<file path="src/rtl/vend_dispenser.sv">
// Vend dispenser: queues soda/change requests and sequences the soda and nickel ejectors.
// Optional per-handshake totals are enabled by defining VEND_DISPENSER_STATS_EN.
module vend_dispenser #(
    parameter int FIFO_DEPTH     = 4,
    parameter int PULSE_CYCLES   = 8,
    parameter int TIMEOUT_CYCLES = 1024
) (
    input  logic                              clk_i,
    input  logic                              rst_ni,
    input  logic                              soda_i,
    input  logic [2:0]                        change_i,
    output logic                              soda_eject_o,
    input  logic                              soda_done_i,
    output logic                              nickel_eject_o,
    input  logic                              nickel_done_i,
    output logic                              busy_o,
    output logic                              overflow_o,
    output logic                              fault_o,
    output logic [$clog2(FIFO_DEPTH+1)-1:0]   pending_o
`ifdef VEND_DISPENSER_STATS_EN
    ,
    output logic [15:0]                       sodas_total_o,
    output logic [15:0]                       nickels_total_o
`endif
);

    // state      | meaning
    // IDLE       | waiting for a queued request; pops the head when non-empty
    // SODA_PULSE | soda solenoid driven for PULSE_CYCLES clocks
    // SODA_WAIT  | waiting for soda_done_i, bounded by TIMEOUT_CYCLES
    // COIN_PULSE | nickel ejector driven for PULSE_CYCLES clocks
    // COIN_WAIT  | waiting for nickel_done_i, bounded by TIMEOUT_CYCLES
    // FAULT      | mechanism timed out; ejectors off until reset
    typedef enum logic [2:0] {
        IDLE       = 3'd0,
        SODA_PULSE = 3'd1,
        SODA_WAIT  = 3'd2,
        COIN_PULSE = 3'd3,
        COIN_WAIT  = 3'd4,
        FAULT      = 3'd5
    } state_t;

    localparam int PTR_W  = $clog2(FIFO_DEPTH);
    localparam int CNT_W  = $clog2(FIFO_DEPTH + 1);
    localparam int PCNT_W = $clog2(PULSE_CYCLES + 1);
    localparam int WCNT_W = $clog2(TIMEOUT_CYCLES + 1);

    localparam logic [CNT_W-1:0]  FULL_CNT   = CNT_W'(FIFO_DEPTH);
    localparam logic [PCNT_W-1:0] PULSE_LAST = PCNT_W'(PULSE_CYCLES - 1);
    localparam logic [WCNT_W-1:0] WAIT_LAST  = WCNT_W'(TIMEOUT_CYCLES - 1);

    logic [3:0]        mem [FIFO_DEPTH];
    logic [PTR_W-1:0]  wr_ptr;
    logic [PTR_W-1:0]  rd_ptr;
    logic [CNT_W-1:0]  count;
    logic              overflow;
    logic [3:0]        head;
    logic              push;
    logic              push_ok;
    logic              pop;
    logic              full;

    state_t            state;
    state_t            state_next;
    logic [PCNT_W-1:0] pulse_cnt;
    logic [WCNT_W-1:0] wait_cnt;
    logic [2:0]        cur_cnt;
    logic              pulse_active;
    logic              wait_active;

    assign push    = soda_i | (change_i != 3'd0);
    assign full    = (count == FULL_CNT);
    assign pop     = (state == IDLE) && (count != '0);
    // A pop in the same edge frees a slot, so a push into a full FIFO still lands.
    assign push_ok = push && (!full || pop);
    assign head    = mem[rd_ptr];

    always_ff @(posedge clk_i) begin
        if (push_ok) begin
            mem[wr_ptr] <= {soda_i, change_i};
        end
    end

    always_ff @(posedge clk_i) begin
        if (!rst_ni) begin
            wr_ptr   <= '0;
            rd_ptr   <= '0;
            count    <= '0;
            overflow <= 1'b0;
        end else begin
            if (push_ok) begin
                wr_ptr <= wr_ptr + 1'b1;
            end
            if (pop) begin
                rd_ptr <= rd_ptr + 1'b1;
            end
            case ({push_ok, pop})
                2'b10:   count <= count + 1'b1;
                2'b01:   count <= count - 1'b1;
                default: count <= count;
            endcase
            if (push && !push_ok) begin
                overflow <= 1'b1;
            end
        end
    end

    assign pulse_active = (state == SODA_PULSE) || (state == COIN_PULSE);
    assign wait_active  = (state == SODA_WAIT) || (state == COIN_WAIT);

    always_comb begin
        state_next = state;
        case (state)
            IDLE: begin
                if (count != '0) begin
                    state_next = head[3] ? SODA_PULSE : COIN_PULSE;
                end
            end
            SODA_PULSE: begin
                if (pulse_cnt == PULSE_LAST) begin
                    state_next = SODA_WAIT;
                end
            end
            SODA_WAIT: begin
                if (soda_done_i) begin
                    state_next = (cur_cnt != 3'd0) ? COIN_PULSE : IDLE;
                end else if (wait_cnt == WAIT_LAST) begin
                    state_next = FAULT;
                end
            end
            COIN_PULSE: begin
                if (pulse_cnt == PULSE_LAST) begin
                    state_next = COIN_WAIT;
                end
            end
            COIN_WAIT: begin
                if (nickel_done_i) begin
                    state_next = (cur_cnt == 3'd1) ? IDLE : COIN_PULSE;
                end else if (wait_cnt == WAIT_LAST) begin
                    state_next = FAULT;
                end
            end
            FAULT: begin
                state_next = FAULT;
            end
            default: begin
                state_next = IDLE;
            end
        endcase
    end

    always_ff @(posedge clk_i) begin
        if (!rst_ni) begin
            state     <= IDLE;
            pulse_cnt <= '0;
            wait_cnt  <= '0;
            cur_cnt   <= 3'd0;
        end else begin
            state <= state_next;
            // Timers restart on every state entry, including WAIT -> PULSE re-entry.
            if (state_next != state) begin
                pulse_cnt <= '0;
                wait_cnt  <= '0;
            end else begin
                if (pulse_active && (pulse_cnt != PULSE_LAST)) begin
                    pulse_cnt <= pulse_cnt + 1'b1;
                end
                if (wait_active && (wait_cnt != WAIT_LAST)) begin
                    wait_cnt <= wait_cnt + 1'b1;
                end
            end
            if (pop) begin
                cur_cnt <= head[2:0];
            end else if ((state == COIN_WAIT) && nickel_done_i) begin
                cur_cnt <= cur_cnt - 3'd1;
            end
        end
    end

`ifdef VEND_DISPENSER_STATS_EN
    logic [15:0] sodas_total;
    logic [15:0] nickels_total;

    always_ff @(posedge clk_i) begin
        if (!rst_ni) begin
            sodas_total   <= 16'd0;
            nickels_total <= 16'd0;
        end else begin
            if ((state == SODA_WAIT) && soda_done_i && (sodas_total != 16'hFFFF)) begin
                sodas_total <= sodas_total + 16'd1;
            end
            if ((state == COIN_WAIT) && nickel_done_i && (nickels_total != 16'hFFFF)) begin
                nickels_total <= nickels_total + 16'd1;
            end
        end
    end

    assign sodas_total_o   = sodas_total;
    assign nickels_total_o = nickels_total;
`endif

    assign soda_eject_o   = (state == SODA_PULSE);
    assign nickel_eject_o = (state == COIN_PULSE);
    assign fault_o        = (state == FAULT);
    assign busy_o         = (state != IDLE) || (count != '0);
    assign overflow_o     = overflow;
    assign pending_o      = count;

endmodule

</file>
<file path="config.mk">
export PLATFORM = sky130hd
export DESIGN_NAME = vend_dispenser
export DESIGN_NICKNAME = d
export VERILOG_FILES = /design/src/rtl/vend_dispenser.sv
export SDC_FILE = /design/constraint.sdc
export NUM_CORES = 1
export LEC_CHECK = 0
export CAP_MARGIN = 25
export CORE_MARGIN = 1
export CORE_UTILIZATION = 58
export CTS_CLUSTER_DIAMETER = 60
export DETAILED_ROUTE_END_ITERATION = 12
export HOLD_SLACK_MARGIN = 0.12
export PLACE_DENSITY = 0.79
export SETUP_SLACK_MARGIN = 0.4
export SLEW_MARGIN = 40
export SYNTH_ARGS = -nofsm -noshare
export SYNTH_HDL_FRONTEND = slang
export SYNTH_SLANG_ARGS = --single-unit
</file>
<file path="constraint.sdc">
create_clock -name clk_i -period 2.95 [get_ports clk_i]
set_input_delay 0.59 -clock clk_i [delete_from_list [all_inputs] [get_ports clk_i]]
set_output_delay 0.59 -clock clk_i [all_outputs]
set_load 0.02 [all_outputs]
</file>
==> results.toml <==
[layout]
drive_gt1_share_pct = 13.1
antennaDiodeCount = 0
final_cell_mix = "dfxtp_1 (31), nand2_1 (18), nor3_1 (16), edfxtp_1 (16), clkdlybuf4s50_1 (15)"
nNetsFinal = 254
syn_to_final_growth_pct = 11.5
multiInputGateArea_sq_mm = 0.00121
mostFrequentLayoutCell = "dfxtp_1"
n_fill_cell = 320
register_area_sq_mm = 0.00110

[pwr]
power.internal_mw = 1.34
power.share.clock_pct = 17.5
p_comb_share_pct = 39.8
swShare_pct = 37.0
p_leak_nw = 0.961
p_per_area_mw_per_mm2 = 795
peakVddDrop_mv = 0.444
p_sw_mw = 0.787
pwr-share-seq_pct = 42.7

[timing]
setup_tns_ps = 0
skew_ps = 4.82
finalCritPeriodShare_pct = 83.6
fin_crit_ps = 2470
max_slew_margin_pct = 65.9
fmax_ghz = 0.406
worst_slack_ps = 484
slew_viol_final = 0
worstMarginPinSlew_ps = 510
rsz0062_at_grt = "no"
setup_viol = 0
hold_violations = 0

[clock_network]
cts_root_buf = "clkbuf_8"
cts_tree = "built"
clock_sinks = 47
h-tree-depth = 2
clock_latency_ps = 290
numCtsBuffers = 5
clkTransAtPathRegs_ps = 80
cts.path.max_buffers = 2

[routing]
drc = 0
vias = 1607
drt_wl_total_mm = 4.26
drtIter0Drc = 122
postRouteAntennaNets = 0
wl_per_cell_um = 14.9
via_per_inst = 5.60
drt_first_pass_iters = 4

[logic_synthesis]
ys_ff_latch = 47
syn-num-nets = 236
synth_area_per_cell_sq_um = 11.0
synthArstFlopShare_pct = 0
synth_ff_type = "dfxtp_1"
synth.distinct_cells = 52
synth-seq-area-share_pct = 45.9
synth-edff-count = 16
synthCells = 218
yosysWarnings = 0
synth.cell_area_sq_mm = 0.00240

[critical_path]
worstSetupPathType = "in2reg"
cp-start-kind = "input port"
endpoint_kind = "flop"
cp.required_ps = 3140
cp.arrival_ps = 2660
critical_path.max_fanout = 5

[global_route]
grt_max_degree = 17
grt_pass1_wl_mm = 7.02
antenna_found_initial = 0
grt_usage_pct = 21.5
grt-ovfl-total = 0
grt_pass1_vias = 1486

[die]
die_area_sq_mm = 0.00439
ios = 16
die_w_um = 66.3
rows = 23
die_h_um = 66.3
fp.coreArea_sq_mm = 0.00397
start_util_pct = 60.4

[hold_path]
hold_path.class = "reg2reg"

[place]
gp_congestion = 0.764
portBuffers = 15
place_hpwl_mm = 3.08
dpl_worst_slack_ps = 167

[outcome]
status = "finished clean"

[flow_run]
maxCapViolCount = 0
## repair_timing
action,in CTS,in global routing
pin swaps,0,0
resized for setup,1,1
buffers inserted,0,0
hold buffers,0,0
setup endpoints to repair,1,1
## power groups by stage
stage / registers [mW] / logic, mW / clock network, mW
after detailed placement: 0.919 / 0.839 / 0
final: 0.907 / 0.846 / 0.373
after global routing: 0.927 / 0.936 / 0.405
after global placement: 0.915 / 0.824 / 0
after CTS: 0.907 / 0.849 / 0.381
after floorplan: 0.881 / 0.683 / 0
## stage by stage
| step | utilization [%] | cells | area (sq um) | hold slack, ps | total power [mW] |
|---|---|---|---|---|---|
| finish | 67.3 | 287 | 2670 | 467 | 2.13 |
| global route | 67.3 | 287 | 2670 | 499 | 2.27 |
| CTS | 67.1 | 287 | 2660 | 472 | 2.14 |
| detailed placement | 64.9 | 279 | 2580 | 452 | 1.76 |
| global placement | 64.9 | 279 | 2580 | 448 | 1.74 |
| floorplan | - | 218 | 2400 | 427 | 1.56 |
## kinds of logic (layout without fill, tap and decap cells)
family          Yosys count  in the layout  share of synthesized area, %
mux                       9              9                          5.85
fa+ha+maj                10             10                          5.53
buf+inv                  17             36                          4.07
simple gates             96             96                          24.0
xor+xnor                 17             17                          6.21
compound gates           22             22                          8.46
flops                    47             47                          45.9
## synth_stat cells (all sizes together), types with 3 or more instances
cell    number  area share [%]
and2        10             2.6
xor2         6             2.2
buf          7             2.5
inv          9             1.4
mux2i        5             2.1
nor3        18             4.0
nor2         9             1.5
nand3b       3            0.94
ha           9             4.7
o21ai        3            0.78
nor3b        3             1.1
edfxtp      16              20
nand2b       4             1.4
mux4         4             3.8
nand4        6             1.6
and3         4             1.0
o211a        3             1.3
nand2       19             3.1
nand3        6             1.5
dfxtp       31              26
xnor2       11             4.0
## state kept, by name (all words and copies together) (netlist names), named ones only
name	count
cur_cnt	3
mem	16
overflow_o	1
pending_o	3
pulse_cnt	4
rd_ptr	2
state	3
wait_cnt	11
wr_ptr	2
## final timing paths
path,startpoint,end,slack (ps),depth (start not counted)
max,change_i[1],pending_o[2],480,7
min,overflow_o,overflow_o,470,1
max reg2reg,state[0],pending_o[2],770,6
min reg2reg,overflow_o,overflow_o,470,1
## area by class of cell
type                            instances  area share (%)
Multi-Input combinational cell        154            45.4
Sequential cell                        47            41.2
Timing Repair Buffer                   19            6.74
Clock buffer                            7            2.90
Tap cell                               50            2.34
Inverter                                9            1.26
Clock inverter                          1           0.187
## per-layer routing
metal	routed length [um]	global-route usage, %
met3	158	4.14
met4	59	6.38
met2	1950	32.3
met5	0	0
met1	2100	31.3
## critical path, stage by stage
cell,delay (ps)
clkdlybuf4s50_1,510
nor4_4,380
nand3_1,190
fa_1,420
o31a_1,310
xnor2_1,120
and2_1,150
Note: power is estimated with default switching activity, not from simulation.
